## src/rtl/upg_pkg.sv

```systemverilog
// upg_pkg: shared state type and constants for the UART-programming word loader.
// Defining UPG_CHECKSUM_EN adds the CKSUM state used to wait for the trailing checksum byte.
package upg_pkg;
   localparam int   ADR_W    = 14;
   localparam logic SEL_IMEM = 1'b0;
   localparam logic SEL_DMEM = 1'b1;
`ifdef UPG_CHECKSUM_EN
   typedef enum logic [1:0] {IDLE, RECV, DONE, CKSUM} state_t;
`else
   typedef enum logic [1:0] {IDLE, RECV, DONE} state_t;
`endif
endpackage

```

## src/rtl/upg_idle_timer.sv

```systemverilog
// upg_idle_timer: counts enabled cycles without a clear and flags expiry on the TIMEOUT_CYC-th one.
module upg_idle_timer #(
   parameter int TIMEOUT_CYC = 1000000,
   parameter int TO_W        = 20
) (
   input  logic clk_i,
   input  logic rst_n_i,
   input  logic clr_i,
   input  logic en_i,
   output logic expired_o
);
   logic [TO_W-1:0] cnt_q, cnt_d;
   // a clear in the expiring cycle wins, so a late byte is never discarded
   always_comb begin
      expired_o = en_i && !clr_i && (cnt_q == TO_W'(TIMEOUT_CYC - 1));
      cnt_d     = (clr_i || expired_o || !en_i) ? '0 : cnt_q + 1'b1;
   end
   // idle counter register
   always_ff @(posedge clk_i or negedge rst_n_i) begin
      if (!rst_n_i) cnt_q <= '0;
      else          cnt_q <= cnt_d;
   end
endmodule

```

## src/rtl/upg_word_loader.sv

```systemverilog
// upg_word_loader: packs UART bytes into little-endian words and writes IMEM then DMEM, then raises done.
// Defining UPG_CHECKSUM_EN expects one trailing checksum byte and adds upg_err_o.
module upg_word_loader
   import upg_pkg::*;
#(
   parameter int WORDS       = 16384,
   parameter int TIMEOUT_CYC = 1000000,
   parameter int TO_W        = 20
) (
   input  logic             upg_clk_i,
   input  logic             upg_rst_n_i,
   input  logic [7:0]       rx_dat_i,
   input  logic             rx_vld_i,
   output logic             upg_wen_o,
   output logic             upg_sel_o,
   output logic [ADR_W-1:0] upg_adr_o,
   output logic [31:0]      upg_dat_o,
   output logic             upg_done_o
`ifdef UPG_CHECKSUM_EN
  ,output logic             upg_err_o
`endif
);
`ifdef UPG_CHECKSUM_EN
   localparam state_t FIN = CKSUM;
   logic [7:0] sum_q, sum_d;
   logic       err_q, err_d, cks;
`else
   localparam state_t FIN = DONE;
`endif
   state_t           state_q, state_d;
   logic [1:0]       cnt_q, cnt_d;
   logic [23:0]      word_q, word_d;
   logic [31:0]      dat_q, dat_d;
   logic [ADR_W-1:0] adr_q, adr_d;
   logic             sel_q, sel_d, wen_q, wen_d, done_q, done_d;
   logic             acc, expired, last_adr;

   assign acc      = rx_vld_i && (state_q == IDLE || state_q == RECV);
   assign last_adr = adr_q == ADR_W'(WORDS - 1);

   upg_idle_timer #(.TIMEOUT_CYC(TIMEOUT_CYC), .TO_W(TO_W)) u_timer (
      .clk_i    (upg_clk_i),
      .rst_n_i  (upg_rst_n_i),
      .clr_i    (rx_vld_i),
      .en_i     (state_q == RECV),
      .expired_o(expired)
   );

   // byte capture into lane cnt_q, word completion, timeout discard, address advance after each strobe
   always_comb begin
      state_d = state_q;
      cnt_d   = cnt_q;
      dat_d   = dat_q;
      wen_d   = 1'b0;
      word_d  = {(acc && cnt_q == 2'd2) ? rx_dat_i : word_q[23:16],
                 (acc && cnt_q == 2'd1) ? rx_dat_i : word_q[15:8],
                 (acc && cnt_q == 2'd0) ? rx_dat_i : word_q[7:0]};
      if (acc) begin
         cnt_d   = cnt_q + 2'd1;
         state_d = RECV;
         if (cnt_q == 2'd3) begin
            wen_d   = 1'b1;
            dat_d   = {rx_dat_i, word_q};
            state_d = (last_adr && sel_q == SEL_DMEM) ? FIN : IDLE;
         end
      end else if (expired) begin
         cnt_d   = 2'd0;
         state_d = IDLE;
      end
      adr_d = wen_q ? (last_adr ? '0 : adr_q + 1'b1) : adr_q;
      sel_d = sel_q | (wen_q & last_adr);
`ifdef UPG_CHECKSUM_EN
      cks    = rx_vld_i && state_q == CKSUM;
      sum_d  = acc ? sum_q + rx_dat_i : sum_q;
      err_d  = cks ? (8'(sum_q + rx_dat_i) != 8'd0) : err_q;
      done_d = done_q | cks;
      if (cks) state_d = DONE;
`else
      done_d = done_q | (wen_q & last_adr & sel_q);
`endif
   end

   // state and datapath registers, cleared asynchronously (cancels any strobe in flight)
   always_ff @(posedge upg_clk_i or negedge upg_rst_n_i) begin
      if (!upg_rst_n_i) begin
         state_q <= IDLE;
         cnt_q   <= '0;
         word_q  <= '0;
         dat_q   <= '0;
         adr_q   <= '0;
         sel_q   <= SEL_IMEM;
         wen_q   <= 1'b0;
         done_q  <= 1'b0;
`ifdef UPG_CHECKSUM_EN
         sum_q   <= '0;
         err_q   <= 1'b0;
`endif
      end else begin
         state_q <= state_d;
         cnt_q   <= cnt_d;
         word_q  <= word_d;
         dat_q   <= dat_d;
         adr_q   <= adr_d;
         sel_q   <= sel_d;
         wen_q   <= wen_d;
         done_q  <= done_d;
`ifdef UPG_CHECKSUM_EN
         sum_q   <= sum_d;
         err_q   <= err_d;
`endif
      end
   end

   assign upg_wen_o  = wen_q;
   assign upg_sel_o  = sel_q;
   assign upg_adr_o  = adr_q;
   assign upg_dat_o  = dat_q;
   assign upg_done_o = done_q;
`ifdef UPG_CHECKSUM_EN
   assign upg_err_o  = err_q;
`endif
endmodule
```

## config.mk

```make
export PLATFORM = sky130hd
export DESIGN_NAME = upg_word_loader
export DESIGN_NICKNAME = d
export VERILOG_FILES = /design/src/rtl/upg_pkg.sv /design/src/rtl/upg_idle_timer.sv /design/src/rtl/upg_word_loader.sv
export SDC_FILE = /design/constraint.sdc
export NUM_CORES = 1
export LEC_CHECK = 0
export ABC_CLOCK_PERIOD_IN_PS = 5200
export CORE_MARGIN = 2
export CORE_UTILIZATION = 45
export CTS_CLUSTER_DIAMETER = 40
export DETAILED_ROUTE_END_ITERATION = 7
export HOLD_SLACK_MARGIN = 0.06
export PLACE_DENSITY = 0.7
export SLEW_MARGIN = 20
export SYNTH_ARGS = -nofsm -noshare
export SYNTH_HDL_FRONTEND = slang
export SYNTH_SLANG_ARGS = --single-unit
```

## constraint.sdc

```tcl
create_clock -name upg_clk_i -period 5.2 [get_ports upg_clk_i]
set_input_delay 1.04 -clock upg_clk_i [delete_from_list [all_inputs] [get_ports upg_clk_i]]
set_output_delay 1.04 -clock upg_clk_i [all_outputs]
set_load 0.1 [all_outputs]
```

==> results of run 1 <==
==> cells by family after synthesis <==
logic type	Yosys count	synth area share, %
xor gates and xnor gates	24	5.19
DFF	97	60.0
muxes	56	15.6
and+or+nand+nor	101	13.0
buffers and inverters	15	1.45
AOI/OAI and AO/OA	19	2.88
adders and majority gates	6	1.86
==> metrics by stage <==
stage	area (um^2)	setup slack (ns)	util (%)
finish	4970	2.16	56.9
global route	4970	2.09	56.9
CTS	4970	2.14	56.9
detailed placement	4760	2.02	54.6
global placement	4760	2.09	54.6
floorplan	4050	2.86	-
==> Yosys cell counts (all sizes together), types with 2 or more instances <==
| cell type | number |
|---|---|
| mux2 | 56 |
| inv | 8 |
| dfrtp | 97 |
| nand2b | 3 |
| clkbuf | 2 |
| nor2 | 25 |
| xor2 | 8 |
| o31ai | 2 |
| xnor2 | 16 |
| o22ai | 2 |
| nor2b | 2 |
| nor3 | 4 |
| nand4 | 11 |
| or3 | 4 |
| nor4 | 6 |
| a21oi | 5 |
| o21ai | 7 |
| or4 | 4 |
| nand2 | 26 |
| buf | 5 |
| and4 | 2 |
| and3 | 3 |
| nand3 | 5 |
| nor3b | 2 |
| ha | 6 |
==> how the worst max path moves through the flow <==
stage                             from  slack [ns]  depth (start not counted)             to
after floorplan           upg_adr_o[0]        2.86                          5      upg_sel_o
after global placement        rx_vld_i        2.09                          5  upg_dat_o[16]
after detailed placement      rx_vld_i        2.02                          5  upg_dat_o[21]
after CTS                    upg_wen_o        2.14                          1      upg_wen_o
after global routing         upg_wen_o        2.09                          1      upg_wen_o
final                        upg_wen_o        2.16                          1      upg_wen_o
==> registers in the layout, summed over array words and instances, names as in the netlist <==
name,flops
upg_wen_o,1
cnt_q,2
upg_sel_o,1
upg_adr_o,14
upg_dat_o,32
u_timer.cnt_q,20
word_q,24
state_q,2
upg_done_o,1
==> per-layer routing <==
metal | vias to the layer above | global-route usage (%) | wire length, um
met3 | 9 | 3.62 | 237
met4 | 0 | 6.32 | 108
li1 | 1240 | - | -
met5 | - | 0 | 0
met2 | 40 | 25.0 | 3550
met1 | 1298 | 21.6 | 3460
==> layout make-up <==
class | instances | area (um^2) | area share, %
flip-flops and latches | 97 | 2430 | 48.9
clock inverters | 6 | 75.1 | 1.51
clock buffers | 10 | 128 | 2.57
inverters | 8 | 30.0 | 0.605
multi-input cells | 206 | 1560 | 31.4
well taps | 108 | 135 | 2.72
repair buffers | 62 | 611 | 12.3
==> run metrics, run 1 <==
Netlist cell types 37; Slew Viols, Final 0; Core Box Area 0.00872 mm^2; First DRT Iteration DRCs 82; Hold WS 0.460 ns; Remaining DRCs 0; Detailed Route WL 7360 um; setup TNS 0 ns; n_diodes 0; DP HPWL 5040 um; Hold WC Path Type reg2reg; Yosys warnings 0; CP Cell Sequence clkdlybuf4s50_1; Final Cycle Share 58.4%; GPL Wtd Cong 0.731; Area Overhead vs Synth 22.7%; Yosys top cell area share 60.0%; area leader, netlist dfrtp_1; drt pass-1 iters 4; H-Tree Depth 3; TritonCTS Buffers 9; Synth Flop Type dfrtp_1; RSZ-0062 raised after global routing false; fin cells 497; slowest CP cell clkdlybuf4s50_1; Vias/cell 5.21; Worst Skew 0.0117 ns; crit end category output port; Setup Viol. Count Final 0; Max-cap violations 0; number of cells on the worst reg-to-reg path 4; clock buffer depth 2; CTS tree yes; outcome complete, no violations; Worst Path Max Fanout 8; Die H 98.8 um; Mean Syn Cell Area 12.7 um^2; Yosys reg bits 97; ys async rst share 100%; number of global-route vias before repair 2589; syn_nets 335; hold endpoint upg_done_o; max incr delay on CP 1.19 ns; via count 2587; worst reg2reg startpoint u_timer.cnt_q[6]; Hold Crit Depth 1; die area 0.00977 mm^2; Boundary Pins 60; reg2reg setup slack 3.18 ns; Hold Startpoint upg_done_o; Post-synth EDFFs 0; Avg WL per Cell 14.8 um; nets 401; critical path startpoint category register; Num Clock Sinks 97; Worst-path clk slew 0.09 ns; Post-CTS Resized 0; Initial Util 46.4%; relative max-transition margin 33.8%; Fmax achieved 0.329 GHz; x dimension of the die 98.8 um; # rows 34; top post-synthesis cells by area dfrtp_1, mux2_2, xnor2_1, nand2_1, nor2_1; post-CTS setup buffers 0; post-synthesis cell count 318; layout cell share with drive strength beyond 1 20.6%; Seq/Total Area, Yosys 60.0%; Syn Std Cell Area 0.00405 mm^2; GRT Residual Overflow 0; root buf cell clkbuf_8; initial antenna violation count 0; first-pass GRT wire length 12400 um; commonest non-fill, non-tap cell in the layout dfrtp_1; most frequent cells in the layout dfrtp_1, clkdlybuf4s50_1, mux2_2; worst skew pair latency 0.36 ns; fin crit period 3.04 ns; hold buffer count at CTS 0; # fillers 732; CP arrival 2.00 ns; Crit path required time 4.16 ns; Worst-Margin Slew 0.990 ns; kind of critical path reg2out; Crit path max-delay family buffers and inverters; Placed Cells 481; antenna-violating nets left 0; PortBufs 59; GRT Overall Usage 15.9%; largest net degree at the start of global routing 55; final hold vios 0; crit path buf inv count 1; FF-to-FF End u_timer.cnt_q[19]
Power of run 1 is left out: the tool's default activity adds up to more than one toggle a clock period on the data nets, which glitch-free logic cannot reach.
==> run 2, diff against run 1 <==
ABC_CLOCK_PERIOD_IN_PS = 2600   (was 5200)
PLACE_DENSITY = 0.73   (was 0.7)
clock period = 2.6 ns   (was 5.2 ns; I/O delays follow)
==> run 2 against run 1 <==
  * Wire length grew 0.38%
  * Critical endpoint is now u_timer.cnt_q[19]
  * Non-clock buffer count is 4 higher
  * Die area unchanged
  * Highest routed layer unchanged
  * Count of clock-buffer cells in the layout down 1
==> run metrics, run 2 (synthesis results as in run 1) <==
outcome complete, no violations; hold buffer count at CTS 0; Fmax achieved 0.498 GHz; Area Overhead vs Synth 20.5%; nets 405; CP arrival 2.31 ns; Worst-Margin Slew 0.614 ns; via count 2613; kind of critical path reg2reg; layout cell share with drive strength beyond 1 34.1%; Avg WL per Cell 14.7 um; GPL Wtd Cong 0.747; GRT Overall Usage 15.9%; CTS tree yes; Initial Util 46.4%; # rows 34; GRT Residual Overflow 0; largest net degree at the start of global routing 48; n_diodes 0; initial antenna violation count 0; post-CTS setup buffers 0; Setup Viol. Count Final 0; Placed Cells 485; Worst Skew 0.0124 ns; max reg flops 32; Post-CTS Resized 0; crit end category register; RSZ-0062 raised after global routing false; worst skew pair latency 0.36 ns; die area 0.00977 mm^2; x dimension of the die 98.8 um; Hold WS 0.166 ns; Slew Viols, Final 0; Detailed Route WL 7380 um; Worst-path clk slew 0.10 ns; Core Box Area 0.00872 mm^2; clock buffer depth 2; critical path startpoint category register; TritonCTS Buffers 9; PortBufs 59; setup TNS 0 ns; first-pass GRT wire length 12500 um; most frequent cells in the layout dfrtp_1, mux2_2, buf_4; Crit path required time 2.90 ns; antenna-violating nets left 0; fin cells 501; final hold vios 0; fin crit period 2.01 ns; Remaining DRCs 0; relative max-transition margin 59.1%; Die H 98.8 um; Vias/cell 5.22; DP HPWL 5060 um; First DRT Iteration DRCs 130; H-Tree Depth 3; number of global-route vias before repair 2506; Final Cycle Share 77.3%; Boundary Pins 60; reg2reg setup slack 0.59 ns; Num Clock Sinks 97; commonest non-fill, non-tap cell in the layout dfrtp_1; root buf cell clkbuf_8; Hold WC Path Type in2async; Max-cap violations 0; Worst Path Max Fanout 7; drt pass-1 iters 4
[run 2: cell types whose count changed in the layout (fill, tap and decap cells not counted), sizes merged]
cell           before  now
clkdlybuf4s50      58    9
bufinv              1    0
clkinvlp            0    1
clkbuf             10    9
buf                 4   57
inv                11   12
[run 2: worst paths after layout]
kind | depth (start not counted) | end | startpoint
max in group asynchronous | 2 | u_timer.cnt_q[4] | upg_rst_n_i
worst min-delay path | 1 | u_timer.cnt_q[12] | upg_rst_n_i
worst min register to register | 1 | upg_done_o | upg_done_o
min in group upg_clk_i | 1 | upg_done_o | upg_done_o
worst max-delay path | 4 | u_timer.cnt_q[19] | u_timer.cnt_q[6]
worst max register to register | 4 | u_timer.cnt_q[19] | u_timer.cnt_q[6]
[run 2: worst max-delay path: stages, from the launching register on]
cell     delay, ns
dfrtp_1       0.44
nand3_1       0.23
or4_1         0.69
or4_4         0.46
a21oi_2       0.14
[run 2: area by class of cell]
cell class                      instances  area, um^2
Multi-Input combinational cell        206        1560
Inverter                                8        30.0
Sequential cell                        97        2430
Clock buffer                            9         124
Tap cell                              108         135
Timing Repair Buffer                   66         531
Clock inverter                          7        70.1
Fill cell                             744        3840
[run 2: metrics by stage]
step	setup WS [ns]	utilization [%]	cell area (um^2)
2_1_floorplan	0.264	-	4050
3_3_place_gp	0.447	53.7	4680
3_5_place_dp	0.425	53.7	4680
4_1_cts	0.587	55.9	4880
5_1_grt	0.404	55.9	4880
6_report	0.591	55.9	4880
[run 2: metal layers]
layer	part of all wire [%]	global-route usage, %
met1	47	22.3
met3	3.4	3.12
met4	1.3	5.90
met2	49	24.9
met5	0	0
Power of run 2 is left out for the same reason.
==> run 3, diff against run 2 <==
ABC_CLOCK_PERIOD_IN_PS = 1900   (was 2600)
PLACE_DENSITY = 0.7   (was 0.73)
clock period = 1.9 ns   (was 2.6 ns; I/O delays follow)
==> run 3 against run 2 <==
  * Maximum frequency is 11% higher
  * Utilization is 6.1 points higher
  * Count of clock-buffer cells in the layout stayed put
  * Global-route usage is 0.81 points higher
  * Critical path depth is 2 higher
  * Wire length is 6.0% higher
  * First-iteration DRC count is 35% lower
  * Final cell count is 4.0% higher
  * Critical path type unchanged
  * Critical endpoint is now u_timer.cnt_q[15]
  * Largest cell class unchanged
==> run metrics, run 3 (synthesis results as in run 1) <==
PortBufs 59; critical path startpoint category register; Slew Viols, Final 0; layout cell share with drive strength beyond 1 42.1%; Worst-Margin Slew 0.514 ns; final hold vios 0; number of global-route vias before repair 2750; Worst Skew 0.00815 ns; crit end category register; number of cells on the worst reg-to-reg path 6; # fillers 707; relative max-transition margin 65.4%; GRT Residual Overflow 0; outcome complete, no violations; antenna-violating nets left 0; most frequent cells in the layout dfrtp_1, mux2_2, buf_4; x dimension of the die 98.8 um; Core Box Area 0.00872 mm^2; first-pass GRT wire length 13100 um; n_diodes 0; DP HPWL 5610 um; Worst Path Max Fanout 6; max reg flops 32; Initial Util 46.4%; initial antenna violation count 0; Vias/cell 5.21; setup TNS 0 ns; # rows 34; worst skew pair latency 0.36 ns; Setup Viol. Count Final 0; First DRT Iteration DRCs 84; CP arrival 2.06 ns; largest net degree at the start of global routing 59; Remaining DRCs 0; GRT Overall Usage 16.8%; GPL Wtd Cong 0.794; total power 9.28 mW; Hold WC Path Type in2async; Leak 2.36 nW; PD cells 1720 mW/mm^2; Max-cap violations 0; TritonCTS Buffers 9; via count 2713; nets 426; die area 0.00977 mm^2; Crit path required time 2.14 ns; root buf cell clkbuf_8; Num Clock Sinks 97; reg2reg setup slack 0.09 ns; kind of critical path reg2reg; drt pass-1 iters 5; Worst-path clk slew 0.10 ns; clock buffer depth 2; fin crit period 1.81 ns; IR drop worst, VDD 1420 uV; Detailed Route WL 7830 um; Die H 98.8 um; Area Overhead vs Synth 33.7%; commonest non-fill, non-tap cell in the layout dfrtp_1; Avg WL per Cell 15.0 um; Boundary Pins 60; H-Tree Depth 3; Final Cycle Share 95.5%; Fmax achieved 0.551 GHz; CTS tree yes; RSZ-0062 raised after global routing false; Final Util 62.1%
[run 3: cell count changes in the layout (fill, tap and decap cells not counted), moves of 2 or more]
cell     previous run  this run
buf_6               0         2
buf_4              56        50
dfrtp_2             0         9
or4_4               1         4
dfrtp_1            97        83
or4_1               3         0
buf_12              1        25
dfrtp_4             0         5
[run 3: metal layers]
metal	track usage [%]	vias to the layer above	wire, um
met5	0	-	0
met2	27.8	42	3900
met3	4.11	11	274
li1	-	1289	-
met4	5.69	0	80
met1	21.7	1371	3580
[run 3: final timing paths]
| path | from | end |
|---|---|---|
| setup / recovery | u_timer.cnt_q[3] | u_timer.cnt_q[15] |
| hold reg to reg | word_q[11] | upg_dat_o[11] |
| min in group upg_clk_i | word_q[11] | upg_dat_o[11] |
| hold / removal | upg_rst_n_i | upg_adr_o[13] |
| setup reg to reg | u_timer.cnt_q[3] | u_timer.cnt_q[15] |
| max in group asynchronous | upg_rst_n_i | u_timer.cnt_q[5] |
[run 3: power by group]
| part | internal [mW] | switching (mW) |
|---|---|---|
| combinational | 1.37 | 3.36 |
| clock | 0.620 | 0.741 |
| sequential | 2.74 | 0.442 |
| total | 4.74 | 4.55 |
[run 3: final cells by class]
type	count	area (um^2)	share of cell area [%]
Timing Repair Buffer	87	998	18.5
Tap cell	108	135	2.50
Multi-Input combinational cell	206	1590	29.4
Clock inverter	6	73.8	1.36
Sequential cell	97	2460	45.4
Clock buffer	9	124	2.29
Inverter	8	30.0	0.555
[run 3: critical path: stages, from the launching register on]
cell	delay (ns)
dfrtp_1	0.40
nand4_4	0.12
buf_4	0.17
or4_4	0.56
o21ai_4	0.22
buf_4	0.18
a21oi_1	0.04
[run 3: per-stage QoR]
step	hold WS, ns	instance area [um^2]	instances	setup WS (ns)
after floorplan	0.0844	4080	318	0.0283
after global placement	0.301	5130	500	-0.00832
after detailed placement	0.302	5130	500	-0.0700
after CTS	0.447	5340	516	0.000722
after global routing	0.469	5410	521	0.00783
final	0.451	5410	521	0.0860
[run 3: repair_timing]
item                       CTS  global route
hold buffers                 1             0
gates resized for setup      1            11
setup endpoints to repair    1            23
setup buffers                0             4
cloned                       0             1
pin swaps                    0             1
hold endpoints to repair    21             0
Power figures use the tool's default switching activity.
